`src/rtl/cmp_binary_search.sv`:
```
// Recovers the unknown B operand of a magnitude comparator by binary search on A,
// in unsigned or two's-complement mode, reporting the value and the number of probes.
module cmp_binary_search #(
  parameter int WIDTH   = 4,
  parameter int CMP_LAT = 0,
  localparam int PW     = $clog2(WIDTH + 2)
) (
  input  logic             clk_i,
  input  logic             rst_i,
  input  logic             start_i,
  input  logic             mode_i,
  output logic [WIDTH-1:0] cmp_a_o,
  output logic             cmp_c_o,
  input  logic [2:0]       cmp_f_i,
  output logic             busy_o,
  output logic             done_o,
  output logic             err_o,
  output logic [WIDTH-1:0] result_o,
  output logic [PW-1:0]    probes_o
);

  // Two spare bits keep lo/hi/mid and mid+/-1 clear of wrap-around in both modes.
  localparam int IW = WIDTH + 2;
  localparam int CW = $clog2(CMP_LAT + 2);

  localparam logic signed [IW-1:0] SignedLo   = {3'b111, {(WIDTH-1){1'b0}}};
  localparam logic signed [IW-1:0] SignedHi   = {3'b000, {(WIDTH-1){1'b1}}};
  localparam logic signed [IW-1:0] UnsignedLo = '0;
  localparam logic signed [IW-1:0] UnsignedHi = {2'b00, {WIDTH{1'b1}}};

  typedef enum logic [1:0] {IDLE, PROBE, WAIT, EVAL} state_t;

  state_t               state_q;
  logic signed [IW-1:0] lo_q, hi_q, mid_q;
  logic signed [IW-1:0] lo_d, hi_d, mid_d;
  logic        [IW:0]   sum;
  logic        [CW-1:0] waitCnt_q;

  // Floor midpoint: sign-extend, add, then drop the LSB.
  always_comb begin
    sum   = {lo_q[IW-1], lo_q} + {hi_q[IW-1], hi_q};
    mid_d = sum[IW:1];
    lo_d  = lo_q;
    hi_d  = hi_q;
    if (cmp_f_i == 3'b100) begin
      hi_d = mid_q - IW'(1);
    end else if (cmp_f_i == 3'b001) begin
      lo_d = mid_q + IW'(1);
    end
  end

  always_ff @(posedge clk_i) begin
    if (rst_i) begin
      state_q   <= IDLE;
      lo_q      <= '0;
      hi_q      <= '0;
      mid_q     <= '0;
      waitCnt_q <= '0;
      cmp_a_o   <= '0;
      cmp_c_o   <= 1'b0;
      busy_o    <= 1'b0;
      done_o    <= 1'b0;
      err_o     <= 1'b0;
      result_o  <= '0;
      probes_o  <= '0;
    end else begin
      done_o <= 1'b0;
      err_o  <= 1'b0;
      case (state_q)
        IDLE: begin
          if (start_i) begin
            cmp_c_o  <= mode_i;
            lo_q     <= mode_i ? SignedLo : UnsignedLo;
            hi_q     <= mode_i ? SignedHi : UnsignedHi;
            probes_o <= '0;
            busy_o   <= 1'b1;
            state_q  <= PROBE;
          end
        end
        PROBE: begin
          mid_q    <= mid_d;
          cmp_a_o  <= mid_d[WIDTH-1:0];
          probes_o <= probes_o + PW'(1);
          if (CMP_LAT > 0) begin
            waitCnt_q <= '0;
            state_q   <= WAIT;
          end else begin
            state_q <= EVAL;
          end
        end
        WAIT: begin
          if (waitCnt_q == CW'(CMP_LAT - 1)) begin
            state_q <= EVAL;
          end else begin
            waitCnt_q <= waitCnt_q + CW'(1);
          end
        end
        EVAL: begin
          if (cmp_f_i == 3'b010) begin
            result_o <= cmp_a_o;
            done_o   <= 1'b1;
            busy_o   <= 1'b0;
            state_q  <= IDLE;
          end else if (cmp_f_i == 3'b100 || cmp_f_i == 3'b001) begin
            lo_q <= lo_d;
            hi_q <= hi_d;
            if (lo_d > hi_d) begin
              err_o   <= 1'b1;
              busy_o  <= 1'b0;
              state_q <= IDLE;
            end else begin
              state_q <= PROBE;
            end
          end else begin
            // A flag pattern that is not one-hot means the comparator cannot be trusted.
            err_o   <= 1'b1;
            busy_o  <= 1'b0;
            state_q <= IDLE;
          end
        end
        default: state_q <= IDLE;
      endcase
    end
  end

endmodule
```
`config.mk`:
```
export PLATFORM = sky130hd
export DESIGN_NAME = cmp_binary_search
export DESIGN_NICKNAME = d
export VERILOG_FILES = /design/src/rtl/cmp_binary_search.sv
export SDC_FILE = /design/constraint.sdc
export NUM_CORES = 1
export LEC_CHECK = 0
export ABC_CLOCK_PERIOD_IN_PS = 2050
export CAP_MARGIN = 20
export CORE_MARGIN = 2
export CORE_UTILIZATION = 50
export CTS_CLUSTER_SIZE = 25
export DETAILED_ROUTE_END_ITERATION = 8
export HOLD_SLACK_MARGIN = 0.12
export PLACE_DENSITY = 0.82
export SLEW_MARGIN = 20
export SYNTH_ARGS = -nofsm -noshare
export SYNTH_HDL_FRONTEND = slang
export SYNTH_SLANG_ARGS = --single-unit
```
`constraint.sdc`:
```
create_clock -name clk_i -period 2.05 [get_ports clk_i]
set_input_delay 0.41 -clock clk_i [delete_from_list [all_inputs] [get_ports clk_i]]
set_output_delay 0.41 -clock clk_i [all_outputs]
set_load 0.01 [all_outputs]
```
# [After elaboration in Yosys (flattened, before gate mapping)]
# Index checks and enable logic that the tools add are counted.
[op_classes] add_sub_neg=5 n_mul=0 div_mod_pow=0 n_lt_le_gt_ge=1 n_eq_ne=11 shifts=0 muxes=30 bitwise=1 reduce_logical=12
[ops] op="two-way mux 6 bit" n=10
[ops] op="case mux 6 bit (2 select lines)" n=2
[ops] op="two-way mux 1 bit" n=9
[ops] op="two-way mux 2 bit" n=4
[ops] op="inequality test 2 bit (second input constant)" n=4
[ops] op="case mux 2 bit (4 select lines)" n=1
[ops] op="AND reduction 2 bit" n=4
[ops] op="adder 6 x 6 -> 7 bit" n=1
[ops] op="adder 6 x 2 -> 6 bit (second input constant)" n=1
[ops] op="greater-than comparator 6 bit" n=1
[ops] op="case mux 3 bit (2 select lines)" n=1
[ops] op="subtractor 6 x 2 -> 6 bit (second input constant)" n=1
[ops] op="== test 2 bit (second input constant)" n=2
[ops] op="two-way mux 4 bit" n=1
[ops] op="inequality test 4 bit (second input constant)" n=1
[ops] op="AND reduction 4 bit" n=1
[ops] op="nonzero test 2 bit" n=2
[ops] op="adder 3 x 1 -> 3 bit (second input constant)" n=1
[ops] op="== test 3 x 1 -> 1 bit (second input constant)" n=1
[ops] op="== test 3 x 2 -> 1 bit (second input constant)" n=1
[ops] op="== test 3 bit (second input constant)" n=1
[ops] op="two-way mux 3 bit" n=1
[ops] op="AND reduction 3 bit" n=1
[ops] op="OR reduction 3 bit" n=1
[ops] op="other kinds (7)" n=7
[totals] register_bits=36 latchBits=0 mem_bits_rw=0 romBits=0 out_inout_bits=15 memories=0

# [Longest topological paths before layout]
# Gate-level depths: netlist of run 1.
[logic_depth] depth_word=8 mapped_depth=12 depth_no_buf=12

# [Worst setup path before layout of run 1]
# OpenSTA, ideal clock, no wires.
[synth_timing] kind="input port to flip-flop" from="in cmp_f_i[0]" to="reg busy_o" setup_time_ns=0.091 t_arrival_ns=2.118 required_ns=1.959 setup_slack_ns=-0.159 stages=10 path_cell_list="nor3b_1 > buf_4 > nand2_1 > o21ai_0 > ha_1 > a21o_1 > nand2_1 > o2111ai_1 > a21o_1 > a311oi_1"
[synth_via] elab_chain_len=6 word_cells_on_any_way=13 cone_classes="order compare (1); eq/ne (4); mux (6); reduce/logical (2)"
[synth_lines] element="from (decl)" line_no="14" rtl="input logic [2:0] cmp_f_i,"
[synth_lines] element="== test 3 x 1 -> 1 bit" line_no="47, 104"
[synth_lines] element="two-way mux 6 bit" line_no="47" rtl="end else if (cmp_f_i == 3'b001) begin"
[synth_lines] element="two-way mux 6 bit" line_no="45" rtl="if (cmp_f_i == 3'b100) begin"
[synth_lines] element="greater-than comparator 6 bit" line_no="107" rtl="if (lo_d > hi_d) begin"
[synth_lines] element="inequality test 4 bit (no line)"
[synth_lines] element="AND reduction 3 bit (no line)"
[synth_lines] element="to (signal assigned)" line_no="102" rtl="busy_o <= 1'b0;"
[synth_lines] element="to (signal assigned)" line_no="109" rtl="busy_o <= 1'b0;"
[synth_lines] element="to (signal assigned)" line_no="117" rtl="busy_o <= 1'b0;"
[synth_lines] element="to (decl)" line_no="15" rtl="output logic busy_o,"
# Several ways; a longest one is shown, not always the timed one.
# A chain may end at the register's enable or synchronous reset.

==> results of run 1 <==
-- metrics by stage --
step	power, W	TNS, ns
final	0.00333	-0.718
after global routing	0.00354	-1.11
after CTS	0.00319	-0.280
after detailed placement	0.00253	-3.11
after global placement	0.00246	-2.31
after floorplan	0.00191	0
-- final timing paths --
kind | startpoint | endpoint | slack, ns | cells after the start
worst max-delay path | cmp_a_o[0]$_SDFFE_PP0P_ | busy_o$_SDFFE_PP0P_ | -0.27 | 10
worst min-delay path | cmp_c_o$_SDFFE_PP0P_ | cmp_c_o$_SDFFE_PP0P_ | 0.46 | 2
worst max register to register | cmp_a_o[0]$_SDFFE_PP0P_ | busy_o$_SDFFE_PP0P_ | -0.27 | 10
worst min register to register | cmp_c_o$_SDFFE_PP0P_ | cmp_c_o$_SDFFE_PP0P_ | 0.46 | 2
-- Yosys cell counts, types with 2 or more instances --
cell / number
a31o_2: 2
o22ai_1: 2
ha_1: 18
a211oi_1: 3
a31oi_1: 2
o21ai_0: 17
nand4_1: 2
a22oi_1: 3
mux2i_1: 8
a21o_1: 3
buf_4: 5
inv_1: 10
clkbuf_1: 7
and3_1: 2
nor2_1: 33
nand3_1: 4
nor2b_1: 3
a21oi_1: 15
xnor2_1: 9
xor2_1: 2
nor3b_1: 4
and2_1: 3
nand2b_1: 5
dfxtp_1: 32
nand2_1: 21
-- power groups by stage --
stage	clock network, W	logic (W)	registers (W)
floorplan	0	0.00102	0.000889
global placement	0	0.00155	0.000907
detailed placement	0	0.00162	0.000914
CTS	0.000509	0.00177	0.000912
global route	0.000544	0.00206	0.000939
finish	0.000509	0.00190	0.000924
-- cells in the final DEF, fill, tap and decap left out, drive strengths merged, types with 4 or more instances in the layout --
cell type / synthesis / final
inv: 10 / 10
dfxtp: 32 / 32
nand2: 21 / 21
xnor2: 9 / 9
nand3: 4 / 4
ha: 18 / 18
clkbuf: 7 / 9
nand2b: 5 / 5
mux2i: 8 / 8
a21oi: 16 / 16
clkdlybuf4s50: 0 / 18
nor3b: 5 / 5
o21ai: 17 / 17
nor2: 33 / 33
buf: 7 / 40
-- final cells by class --
class	count	area [um^2]	share of cell area, %
Timing Repair Buffer	61	522	19.1
Tap cell	48	60.1	2.20
Sequential cell	32	652	23.9
Inverter	10	37.5	1.37
Multi-Input combinational cell	181	1370	50.2
Clock buffer	8	90.1	3.30
-- flip-flops by register name, summed over array words and instances, names as in the netlist --
register,flops
err_o,1
waitCnt_q,1
cmp_a_o,3
probes_o,3
result_o,4
mid_q,3
state_q,2
done_o,1
hi_q,6
lo_q,6
busy_o,1
cmp_c_o,1
-- tightest hold or removal path: cells and delay by family, from the launching register on --
| family | cells | cell delay (ns) |
|---|---|---|
| AO/OA/AOI/OAI | 1 | 0.05 |
| flip-flops | 1 | 0.31 |
| AND/OR/NAND/NOR | 1 | 0.05 |
-- kinds of logic after synthesis --
family	count (synthesis)	synth area share [%]
fa+ha+maj	19	12.5
xor+xnor	11	4.90
compound gates	60	20.2
mux	8	4.07
flops	32	32.6
simple gates	83	20.1
buf+inv	24	5.60
-- repair_timing --
item / in CTS / in global routing
setup endpoints to repair: 3 / 3
pin swaps: 16 / 3
gates resized for setup: 23 / 13
endpoints found under the hold margin: 0 / 0
buffers inserted: 3 / 1
-- per-layer routing --
| metal | share of wire, % | vias to the layer above | global-route usage (%) |
|---|---|---|---|
| li1 | - | 939 | - |
| met1 | 41 | 925 | 32.0 |
| met2 | 49 | 72 | 45.4 |
| met3 | 5.3 | 23 | 5.07 |
| met4 | 4.5 | 0 | 11.0 |
| met5 | 0 | - | 0 |
==> metrics.md, run 1 <==
| Metric | Value |
|---|---|
| Outcome | complete, but fails checks |
| Failing checks | negative setup slack |
| Dpl ws | -0.730 ns |
| Worst Hold Class | reg -> reg |
| Vias | 1,959 |
| Die Width | 66.7 um |
| Synth async-reset ratio | 0% |
| Setup Viol. Count Final | 3 |
| Final period utilization | 113% |
| Finished Cell Area | 2730 um^2 |
| WL final | 5610 um |
| P&R area growth vs syn | 39.0% |
| Maximum root-to-sink buffer count | 2 |
| Hold Violations, Final | 0 |
| Seq cells post-synth | 32 |
| Clk pwr share | 15.3% |
| Static leakage | 1.10 nW |
| Largest net degree at the start of global routing | 26 |
| Pre-Repair DR Iteration Count | 4 |
| CTS tree | yes |
| Synth Cell Area | 1970 um^2 |
| Main synth FF type | dfxtp_1 |
| Hold-fix buffers, CTS | 0 |
| CTS sink count | 32 |
| Htree depth | 2 |
| Fillers | 270 |
| Worst-skew pair later-pin latency | 0.29 ns |
| CTS clk-pin slew, worst paths | 0.07 ns |
| Cells along the critical path | ha_1, buf_4, xnor2_1, o21ai_1, ha_1, nand4_1, nor2_1, a21oi_1, a21o_1, a311oi_2 |
| Share of the synthesized area in the top cell type | 32.6% |
| IO buf count | 21 |
| Final-stage net count | 317 |
| Maximum fanout along the worst path | 6 |
| Crit-path leading delay family | compound AO/OA/AOI/OAI gates |
| Top cell type by total area after synthesis | dfxtp_1 |
| Non-Filler Instances | 340 |
| Netlist cell types | 47 |
| Most used cell, CP | ha_1 |
| Fmax | 431 MHz |
| Vias in the first global route | 1,864 |
| Critical path class | reg -> reg |
| Worst slew pin tran | 0.379 ns |
| Vias/cell | 5.76 |
| Sequential area share after synthesis | 32.6% |
| Gpl congestion | 0.905 |
| Comb power frac | 57.0% |
| Post-synth EDFFs | 0 |
| Synth warnings | 0 |
| Die Area | 4450 um^2 |
| Antenna Nets Post-Route | 0 |
| Worst path arrival time | 2.53 ns |
| Flop pwr share | 27.7% |
| Number of buffers created by CTS | 5 |
| # diodes | 0 |
| Sw Share | 39.7% |
| Worst ir drop on vdd | 890 uV |
| Max_cap viols | 0 |
| Final Critical Period | 2.32 ns |
| NetSw | 0.00132 W |
| DR DRC count | 0 |
| Setup ws final | -0.270 ns |
| Post-Syn Area per Cell | 8.29 um^2 |
| Largest stage delay, worst path | 0.38 ns |
| Pwr dens | 1220 nW/um^2 |
| Rows | 22 |
| Utilization after layout | 73.5% |
| DRT iter0 DRCs | 226 |
| Max-slew violations | 0 |
| Slowest cell on the critical path | dfxtp_4 |
| Synth Instances | 237 |
| First-pass GRT wire length | 8790 um |
| Largest cells by area after synthesis | dfxtp_1 (33%), ha_1 (11%), nor2_1 (6.3%) |
| Bufs and invs on worst path | 1 |
| Final Skew | 0.00669 ns |
| Root buffer cell | clkbuf_8 |
| Die span in y | 66.7 um |
| Syn nets | 263 |
| Worst setup EP type | register |
| Placement Cell Area | 2480 um^2 |
| Layout cells sized above 1 | 26.7% |
| Internal Power | 0.00201 W |
| Dpl cells | 328 |
| GRT Util Overall | 26.4% |
| Nature of the critical path startpoint | register |
| Wirelength per Cell | 16.5 um |
| Global route overflow | 0 |
| IO Pins | 22 |
| Initial cell density of the core | 52.9% |
| Post-DP HPWL | 3770 um |
| Hold slack | 0.465 ns |
| Initial antenna violation count | 0 |
| Slew margin rel. | 74.7% |
| Core area | 3720 um^2 |
| WP data required | 2.26 ns |
| RSZ-0062 raised after global routing | true |
(Power assumes the default switching activity.)
==> run 2: changes to the inputs <==
--- a/config.mk
+++ b/config.mk
@@ -6,13 +6,13 @@
 export NUM_CORES = 1
 export LEC_CHECK = 0
 export ABC_CLOCK_PERIOD_IN_PS = 2050
-export CAP_MARGIN = 20
+export CAP_MARGIN = 10
 export CORE_MARGIN = 2
-export CORE_UTILIZATION = 50
+export CORE_UTILIZATION = 30
 export CTS_CLUSTER_SIZE = 25
 export DETAILED_ROUTE_END_ITERATION = 8
 export HOLD_SLACK_MARGIN = 0.12
-export PLACE_DENSITY = 0.82
+export PLACE_DENSITY = 0.57
 export SLEW_MARGIN = 20
 export SYNTH_ARGS = -nofsm -noshare
 export SYNTH_HDL_FRONTEND = slang
==> metrics.md, run 2 (synthesis gave the netlist of run 1 again) <==
| Metric | Value |
|---|---|
| Nature of the critical path startpoint | primary input (was register) |
| Worst slew pin tran | 0.418 ns (was 0.379 ns) |
| Static leakage | 1.08 nW (was 1.10 nW) |
| Slowest cell on the critical path | ha_1 (was dfxtp_4) |
| IO Pins | 22 (unchanged) |
| Pre-Repair DR Iteration Count | 4 (unchanged) |
| Final-stage net count | 316 (was 317) |
| Critical path class | in -> reg (was reg -> reg) |
| Initial antenna violation count | 0 (unchanged) |
| First-pass GRT wire length | 8070 um (was 8790 um) |
| Post-DP HPWL | 3640 um (was 3770 um) |
| RSZ-0062 raised after global routing | true (unchanged) |
| Number of buffers created by CTS | 5 (unchanged) |
| Fmax | 475 MHz (was 431 MHz) |
| DRT iter0 DRCs | 90 (was 226) |
| Largest net degree at the start of global routing | 26 (unchanged) |
| Met1 Usage GRT | 18.2% (was 32.0%) |
| Failing checks | negative setup slack (unchanged) |
| Setup Viol. Count Final | 2 (was 3) |
| Gpl congestion | 0.780 (was 0.905) |
| Worst path arrival time | 2.30 ns (was 2.53 ns) |
| Maximum root-to-sink buffer count | 2 (unchanged) |
| Largest stage delay, worst path | 0.30 ns (was 0.38 ns) |
| Most Crowded Layer GR | met2 (unchanged) |
| # diodes | 0 (unchanged) |
| Cells along the critical path | dlygate4sd2_1, nor3b_4, buf_12, nand2_1, o21ai_0, ha_1, a21oi_1, o2111ai_1, a21o_1, a311oi_1 (was ha_1, buf_4, xnor2_1, o21ai_1, ha_1, nand4_1, nor2_1, a21oi_1, a21o_1, a311oi_2) |
| Hold slack | 0.460 ns (was 0.465 ns) |
| Antenna Nets Post-Route | 0 (unchanged) |
| Vias/cell | 4.92 (was 5.76) |
| Initial cell density of the core | 31.0% (was 52.9%) |
| Worst ir drop on vdd | 734 uV (was 890 uV) |
| Pwr dens | 1130 nW/um^2 (was 1220 nW/um^2) |
| Finished Cell Area | 2690 um^2 (was 2730 um^2) |
| Fillers | 625 (was 270) |
| Die Width | 84.9 um (was 66.7 um) |
| Top Registers | hi_q (6), lo_q (6), result_o (4) (unchanged) |
| Worst-skew pair later-pin latency | 0.28 ns (was 0.29 ns) |
| Vias in the first global route | 1,718 (was 1,864) |
| Wirelength per Cell | 13.0 um (was 16.5 um) |
| Final Skew | 0.00661 ns (was 0.00669 ns) |
| Worst Hold Class | reg -> reg (unchanged) |
| Global routing usage on met3 | 3.40% (was 5.07%) |
| P&R area growth vs syn | 36.7% (was 39.0%) |
| Rows | 29 (was 22) |
| Placement Cell Area | 2540 um^2 (was 2480 um^2) |
| WL final | 4770 um (was 5610 um) |
| Maximum fanout along the worst path | 15 (was 6) |
| Hold Violations, Final | 0 (unchanged) |
| Worst setup EP type | register (unchanged) |
| Root buffer cell | clkbuf_8 (unchanged) |
| Vias | 1,800 (was 1,959) |
| Final Critical Period | 2.11 ns (was 2.32 ns) |
| Setup TNS Final | -0.0922 ns (was -0.718 ns) |
| Max_cap viols | 0 (unchanged) |
| Setup ws final | -0.0560 ns (was -0.270 ns) |
| Final period utilization | 103% (was 113%) |
| GRT Util Overall | 14.0% (was 26.4%) |
| Core area | 6350 um^2 (was 3720 um^2) |
| Most frequent cells in the layout | buf_4 (37), nor2_1 (33), dfxtp_1 (29) (was buf_4 (38), nor2_1 (33), dfxtp_1 (29)) |
| Die span in y | 84.9 um (was 66.7 um) |
| Layout cells sized above 1 | 23.2% (was 26.7%) |
| Die Area | 7220 um^2 (was 4450 um^2) |
| Most common cell after layout, fill and taps aside | buf_4 (unchanged) |
| Htree depth | 2 (unchanged) |
| Max-slew violations | 0 (unchanged) |
| CTS tree | yes (unchanged) |
| CTS clk-pin slew, worst paths | 0.06 ns (was 0.07 ns) |
| CTS sink count | 32 (unchanged) |
| DR DRC count | 0 (unchanged) |
| Slew margin rel. | 72.1% (was 74.7%) |
| GR Util met2 | 23.1% (was 45.4%) |
| Outcome | complete, but fails checks (unchanged) |
| IO buf count | 21 (unchanged) |
| WP data required | 2.24 ns (was 2.26 ns) |
| Global route overflow | 0 (unchanged) |
## run 2: worst paths after layout
| check | startpoint | to | slack [ns] | cells after the start |
|---|---|---|---|---|
| setup reg to reg | cmp_a_o[0]$_SDFFE_PP0P_ | busy_o$_SDFFE_PP0P_ | -0.04 | 10 |
| setup / recovery | cmp_f_i[1] | busy_o$_SDFFE_PP0P_ | -0.06 | 10 |
| hold / removal | cmp_c_o$_SDFFE_PP0P_ | cmp_c_o$_SDFFE_PP0P_ | 0.46 | 2 |
| hold reg to reg | cmp_c_o$_SDFFE_PP0P_ | cmp_c_o$_SDFFE_PP0P_ | 0.46 | 2 |
## run 2: final cells by class
cell class	count	area, um^2	area share (%)
clock buffer	6	72.6	2.70
inverter	10	37.5	1.40
multi-input combinational	181	1300	48.5
sequential	32	649	24.2
tap	77	96.3	3.59
timing repair buffer	60	527	19.6
## run 2: per-stage QoR
| stage | util (%) | worst slack (ns) | total power [W] | instances |
|---|---|---|---|---|
| floorplan | - | 0.00472 | 0.00191 | 237 |
| CTS | 41.9 | -0.0334 | 0.00302 | 366 |
| global placement | 40.0 | -0.633 | 0.00251 | 358 |
| global route | 42.3 | -0.181 | 0.00331 | 366 |
| finish | 42.3 | -0.0560 | 0.00304 | 366 |
| detailed placement | 40.0 | -0.698 | 0.00252 | 358 |
## run 2: where the power goes
part           total [W]  internal [W]  switching (W)
combinational    0.00169      0.000889       0.000800
sequential      0.000914      0.000769       0.000145
clock           0.000439      0.000226       0.000214
## run 2: metal layers
| layer | vias to the layer above | part of all wire [%] |
|---|---|---|
| met2 | 21 | 47 |
| met3 | 6 | 2.9 |
| met1 | 836 | 49 |
| met5 | - | 0 |
| li1 | 937 | - |
| met4 | 0 | 1.4 |
## run 2: what timing repair did
action                     in CTS  in global routing
pin swaps                      14                  1
setup buffers                   2                  0
hold buffers                    0                  0
cloned                          0                  0
setup endpoints to repair       3                  3
gates resized for setup        16                  5
## run 2: critical path: cells and delay by family
kind            cells  cell delay (ns)
fa+ha+maj           1             0.30
compound gates      5             0.84
simple gates        2             0.28
buf+inv             2             0.45
